==> src/rtl/kmeans_stream_tx.sv <==
// rtl/kmeans_stream_tx.sv - frame source and result collector for the k-means core
// Sends init centroids then LFSR points as one contiguous frame, then captures the result burst.
module kmeans_stream_tx #(
  parameter int          CLUSTER_SIZE = 4,
  parameter int          DATA_SIZE    = 4096,
  parameter logic [23:0] TIMEOUT      = 24'hFF_FFFF
) (
  input  logic                         clk,
  input  logic                         rst_n,
  input  logic                         start,
  input  logic [31:0]                  seed,
  input  logic [16*CLUSTER_SIZE-1:0]   init_c,
  output logic                         tx_valid,
  output logic [15:0]                  tx_data,
  input  logic                         rx_valid,
  input  logic [15:0]                  rx_data,
  output logic [16*CLUSTER_SIZE-1:0]   result,
  output logic                         result_valid,
  output logic                         done,
  output logic                         busy,
  output logic                         timeout_err,
  output logic                         proto_err,
  output logic [15:0]                  frame_xor
);

  localparam int          W       = $clog2(CLUSTER_SIZE + DATA_SIZE + 1);
  localparam int          RW      = 16 * CLUSTER_SIZE;
  localparam logic [W-1:0] C_LAST = W'(CLUSTER_SIZE - 1);
  localparam logic [W-1:0] D_LAST = W'(DATA_SIZE - 1);
  localparam logic [23:0] TO_LAST = TIMEOUT - 24'd1;

  localparam logic [2:0] S_IDLE      = 3'd0;
  localparam logic [2:0] S_SEND_INIT = 3'd1;
  localparam logic [2:0] S_SEND_DATA = 3'd2;
  localparam logic [2:0] S_WAIT_RES  = 3'd3;
  localparam logic [2:0] S_CAPTURE   = 3'd4;
  localparam logic [2:0] S_DONE      = 3'd5;

  logic [2:0]    r_state;
  logic [31:0]   r_lfsr;
  logic [RW-1:0] r_init;
  logic [W-1:0]  r_cnt;
  logic [23:0]   r_wd;
  logic          r_tx_valid;
  logic [15:0]   r_tx_data;
  logic [RW-1:0] r_result;
  logic          r_result_valid;
  logic          r_done;
  logic          r_timeout_err;
  logic          r_proto_err;
  logic [15:0]   r_frame_xor;
  logic [31:0]   w_lfsr_next;

  assign w_lfsr_next = r_lfsr[0] ? ((r_lfsr >> 1) ^ 32'h8020_0003) : (r_lfsr >> 1);

  // r_lfsr runs one step ahead of the word on tx_data during SEND_DATA.
  always_ff @(posedge clk) begin
    if (!rst_n) begin
      r_state        <= S_IDLE;
      r_lfsr         <= 32'h1;
      r_init         <= '0;
      r_cnt          <= '0;
      r_wd           <= '0;
      r_tx_valid     <= 1'b0;
      r_tx_data      <= '0;
      r_result       <= '0;
      r_result_valid <= 1'b0;
      r_done         <= 1'b0;
      r_timeout_err  <= 1'b0;
      r_proto_err    <= 1'b0;
      r_frame_xor    <= '0;
    end else begin
      r_done <= 1'b0;
      case (r_state)
        S_IDLE, S_DONE: begin
          if (start) begin
            r_lfsr         <= (seed == 32'h0) ? 32'h1 : seed;
            r_init         <= init_c >> 16;
            r_tx_valid     <= 1'b1;
            r_tx_data      <= init_c[15:0];
            r_cnt          <= '0;
            r_wd           <= '0;
            r_result       <= '0;
            r_result_valid <= 1'b0;
            r_timeout_err  <= 1'b0;
            r_proto_err    <= 1'b0;
            r_frame_xor    <= '0;
            r_state        <= S_SEND_INIT;
          end
        end
        S_SEND_INIT: begin
          if (r_cnt == C_LAST) begin
            r_tx_data <= r_lfsr[15:0];
            r_lfsr    <= w_lfsr_next;
            r_cnt     <= '0;
            r_state   <= S_SEND_DATA;
          end else begin
            r_tx_data <= r_init[15:0];
            r_init    <= r_init >> 16;
            r_cnt     <= r_cnt + W'(1);
          end
        end
        S_SEND_DATA: begin
          r_frame_xor <= r_frame_xor ^ r_tx_data;
          if (r_cnt == D_LAST) begin
            r_tx_valid <= 1'b0;
            r_tx_data  <= '0;
            r_wd       <= '0;
            r_state    <= S_WAIT_RES;
          end else begin
            r_tx_data <= r_lfsr[15:0];
            r_lfsr    <= w_lfsr_next;
            r_cnt     <= r_cnt + W'(1);
          end
        end
        S_WAIT_RES: begin
          if (rx_valid) begin
            r_result <= {rx_data, r_result[RW-1:16]};
            r_cnt    <= W'(1);
            r_state  <= S_CAPTURE;
          end else if (r_wd == TO_LAST) begin
            r_timeout_err <= 1'b1;
            r_done        <= 1'b1;
            r_state       <= S_DONE;
          end else begin
            r_wd <= r_wd + 24'd1;
          end
        end
        S_CAPTURE: begin
          // Result words shift in from the top so r0 ends up in the low slot.
          if (rx_valid) begin
            r_result <= {rx_data, r_result[RW-1:16]};
            if (r_cnt == C_LAST) begin
              r_result_valid <= 1'b1;
              r_done         <= 1'b1;
              r_state        <= S_DONE;
            end else begin
              r_cnt <= r_cnt + W'(1);
            end
          end else begin
            r_proto_err <= 1'b1;
            r_done      <= 1'b1;
            r_state     <= S_DONE;
          end
        end
        default: r_state <= S_IDLE;
      endcase
    end
  end

  assign tx_valid     = r_tx_valid;
  assign tx_data      = r_tx_data;
  assign result       = r_result;
  assign result_valid = r_result_valid;
  assign done         = r_done;
  assign busy         = (r_state != S_IDLE) && (r_state != S_DONE);
  assign timeout_err  = r_timeout_err;
  assign proto_err    = r_proto_err;
  assign frame_xor    = r_frame_xor;

endmodule
==> config.mk <==
export PLATFORM = sky130hd
export DESIGN_NAME = kmeans_stream_tx
export DESIGN_NICKNAME = d
export VERILOG_FILES = /design/src/rtl/kmeans_stream_tx.sv
export SDC_FILE = /design/constraint.sdc
export NUM_CORES = 1
export LEC_CHECK = 0
export BUFFER_PORTS_ARGS = -buffer_cell sky130_fd_sc_hd__buf_2
export CORE_ASPECT_RATIO = 1.2
export CORE_MARGIN = 4
export CORE_UTILIZATION = 50
export DETAILED_ROUTE_END_ITERATION = 10
export GPL_TIMING_DRIVEN = 0
export PLACE_DENSITY = 0.75
export SLEW_MARGIN = 20
export SYNTH_ARGS = -nofsm -noshare
export SYNTH_HDL_FRONTEND = slang
export SYNTH_SLANG_ARGS = --single-unit
==> constraint.sdc <==
create_clock -name clk -period 2.3 [get_ports clk]
set_input_delay 0.115 -clock clk [delete_from_list [all_inputs] [get_ports clk]]
set_output_delay 0.115 -clock clk [all_outputs]
set_load 0.02 [all_outputs]
==> impl_metrics.yaml <==
floorplanning:
  die_w_um: 136
  die_area_mm2: 0.0219
  coreArea_mm2: 0.0191
  ios: 218
  die_y_um: 161
  floorplan.rows: 55
  start_util_pct: 51.3
cells_and_area:
  nNetsFinal: 1673
  drive_above_1_share_pct: 25.0
  areaGrowthSynthToFinish_pct: 37.3
  fin_cells: 1827
  finish.instance_area_mm2: 0.0134
status:
  status: "complete, no violations"
routing:
  drtAntennaViolNets: 0
  wirelength_mm: 32.0
  vias: 10500
  drt_first_pass_iters: 6
  drt-initial-drc-count: 798
  viasPerCell: 5.73
  drt_drc_violations_left: 0
  wl_per_cell_um: 17.5
timing:
  fmax_mhz: 444
  slew_violations: 0
  hold_viol: 0
  setup_viol: 0
  worst_clock_skew_ps: 24.9
  post-route-period-util_pct: 97.8
  period_needed_ps: 2250
  worstMarginPinSlew_ps: 663
  rsz0062_at_grt: "true"
  slew_headroom_pct: 55.8
synthesis:
  synth_area_leaders: "dfxtp_1 45%, a21oi_1 7.9%, nand2_1 7.8%"
  ys.flop_type: "dfxtp_1"
  syn_avg_cell_area_um2: 8.18
  synthArstFlopShare_pct: 0
  synth_common_cells: "221 x dfxtp_1, 204 x nand2_1, 155 x a21oi_1"
  yosysMostFrequentCell: "dfxtp_1"
  synth_nets: 1314
  synth_enable_flop_cells: 0
  syn-cell-area_mm2: 0.00977
  ys_ff_latch: 221
  synth_cell_types: 66
  synthCells: 1195
  ys.warnings.count: 0
  yosysTopAreaCell: "dfxtp_1"
  yosysSeqAreaShare_pct: 45.3
  synth_top_area_share_pct: 45.3
power_and_ir_drop:
  power_density_mw_per_mm2: 858
  p_leak_nw: 5.57
  ir_worst_vdd_mv: 0.522
global_routing:
  overflow: 0
  grt_pass1_vias: 10000
  antenna_found_initial: 1
  grt_max_degree: 15
  grt_pass1_wl_mm: 50.5
  grt_use_total_pct: 27.7
worst_setup_path:
  slowest_stage: "a221o_2"
  path_class: "reg -> reg"
  setup.worst_path.start_class: "register"
  cpPeakStageDelay_ps: 460
  crit_path_max_fanout: 10
  path_common_cell: "buf_4"
  r2r-end: "r_lfsr[30]"
  rr_startpoint: "r_state[0]"
  ff2ff_path_depth: 8
  end_kind: "register"
  crit_chain: "buf_6 > buf_4 > nand2_1 > a221o_2 > buf_12 > nor3_4 > buf_4 > a211oi_1"
  r2r_slack_ps: 50
  arrival_ps: 2620
  worstPathRequired_ps: 2670
clock_tree:
  cts_buffers: 23
  cts_tree: "yes"
  clock_latency_ps: 530
  cts_max_level: 1
  clkSlewWorstSetupHoldPaths_ps: 60
  cts_root_buf: "clkbuf_16"
  cts.sinks: 221
  clockBufferDepth: 3
placement:
  place.gp.congestion: 0.876
  placed_area_mm2: 0.0112
  dpl.cell_count: 1667
  io_buffers: 216
  hpwl_mm: 21.3
worst_hold_path:
  whs_path_depth: 4
  hold_path_end: "tx_data[0]"
  worst_hold_startpoint: "init_c[0]"
  hp-class: "in -> reg"
flow_run:
  max_cap_violations: 0
[critical path: cells and delay by family, from the launching register on]
kind	cells	cell delay, ps
AOI/OAI and AO/OA	2	540
buffers and inverters	4	760
DFF	1	410
and+or+nand+nor	2	380
[registers in the layout, summed over array words and instances (netlist names)]
register and count:
r_state 3, timeout_err 1, done 1, proto_err 1, r_lfsr 32, frame_xor 16, r_cnt 13, r_init 48
result_valid 1, tx_valid 1, r_wd 24, tx_data 16, result 64
[layer usage]
layer | part of all wire, % | GRT usage (%) | vias up
met5 | 0.044 | 0 | -
met4 | 3.1 | 8.85 | 2
met3 | 8.1 | 4.92 | 83
met2 | 48 | 46.6 | 434
met1 | 41 | 36.0 | 4939
li1 | - | - | 5005
[what timing repair did]
action                     4_1_cts  5_1_grt
gates resized for setup         19      110
buffers inserted                 3        7
gates cloned                     0        0
hold buffers                   109        0
pin swaps                        2        6
setup endpoints to repair      153      186
hold endpoints to repair       110        0
[metrics by stage]
stage	utilization, %	hold WS, ps	TNS [ps]	total power, mW	setup WS (ps)
4_1_cts	68.7	7.90	-60.7	11.3	-29.0
3_5_place_dp	58.6	361	-15360	7.47	-287
6_report	70.4	29.4	0	11.5	50.2
3_3_place_gp	58.6	359	-10380	7.41	-253
5_1_grt	70.4	38.3	-171	12.0	-23.7
2_1_floorplan	-	251	0	6.55	224
[cell families after synthesis]
kind of cell    synth area share, %
flops                          45.3
fa+ha+maj                     0.384
xor+xnor                       1.79
mux                            3.38
compound gates                 21.4
buf+inv                        4.67
simple gates                   23.1
[cells in the final DEF, fill, tap and decap left out, types with 4 or more instances in the layout]
master / instances
a211o_1: 5
nand3_1: 34
inv_1: 7
a221oi_2: 5
nor2_1: 146
dlygate4sd3_1: 109
nand4_1: 10
nand2b_1: 5
a21oi_2: 11
o211ai_1: 5
buf_2: 238
buf_6: 4
and3_1: 8
mux2i_1: 33
nor3_1: 6
a221oi_1: 6
dfxtp_1: 212
xor2_1: 16
clkbuf_16: 23
buf_4: 22
clkbuf_2: 19
nor2b_1: 4
clkbuf_1: 28
clkinv_2: 8
dfxtp_2: 8
xnor2_1: 4
nand2_1: 203
a31oi_1: 4
a21oi_1: 144
clkbuf_4: 9
or3_1: 10
a32o_1: 5
a311oi_1: 32
a211oi_1: 26
nor4_1: 13
o21ai_0: 30
or4_1: 27
and4_1: 4
o31ai_1: 19
[power breakdown]
part	internal, mW	total (mW)	switching (mW)
registers	4.34	4.75	0.412
logic	1.17	3.03	1.85
clock network	2.17	3.73	1.56
total	7.68	11.5	3.83
[layout make-up]
type | count | area (um^2)
Buffer | 94 | 517
Multi-Input combinational cell | 871 | 5110
Clock buffer | 29 | 628
Sequential cell | 221 | 4440
Inverter | 8 | 30.0
Timing Repair Buffer | 335 | 2260
Clock inverter | 12 | 120
Tap cell | 256 | 320
Fill cell | 1487 | 5640
Antenna cell | 1 | 2.50
[worst max path at each step]
stage / from / to / slack [ps] / depth (start not counted)
after floorplan: r_cnt[0] / r_lfsr[10] / 220 / 8
after global placement: r_cnt[7] / r_cnt[4] / -250 / 7
after detailed placement: r_cnt[7] / r_cnt[1] / -290 / 7
after CTS: r_state[2] / result[16] / -30 / 7
after global routing: r_cnt[8] / r_cnt[3] / -20 / 6
final: r_state[0] / r_lfsr[30] / 50 / 8
(Power assumes the default switching activity.)
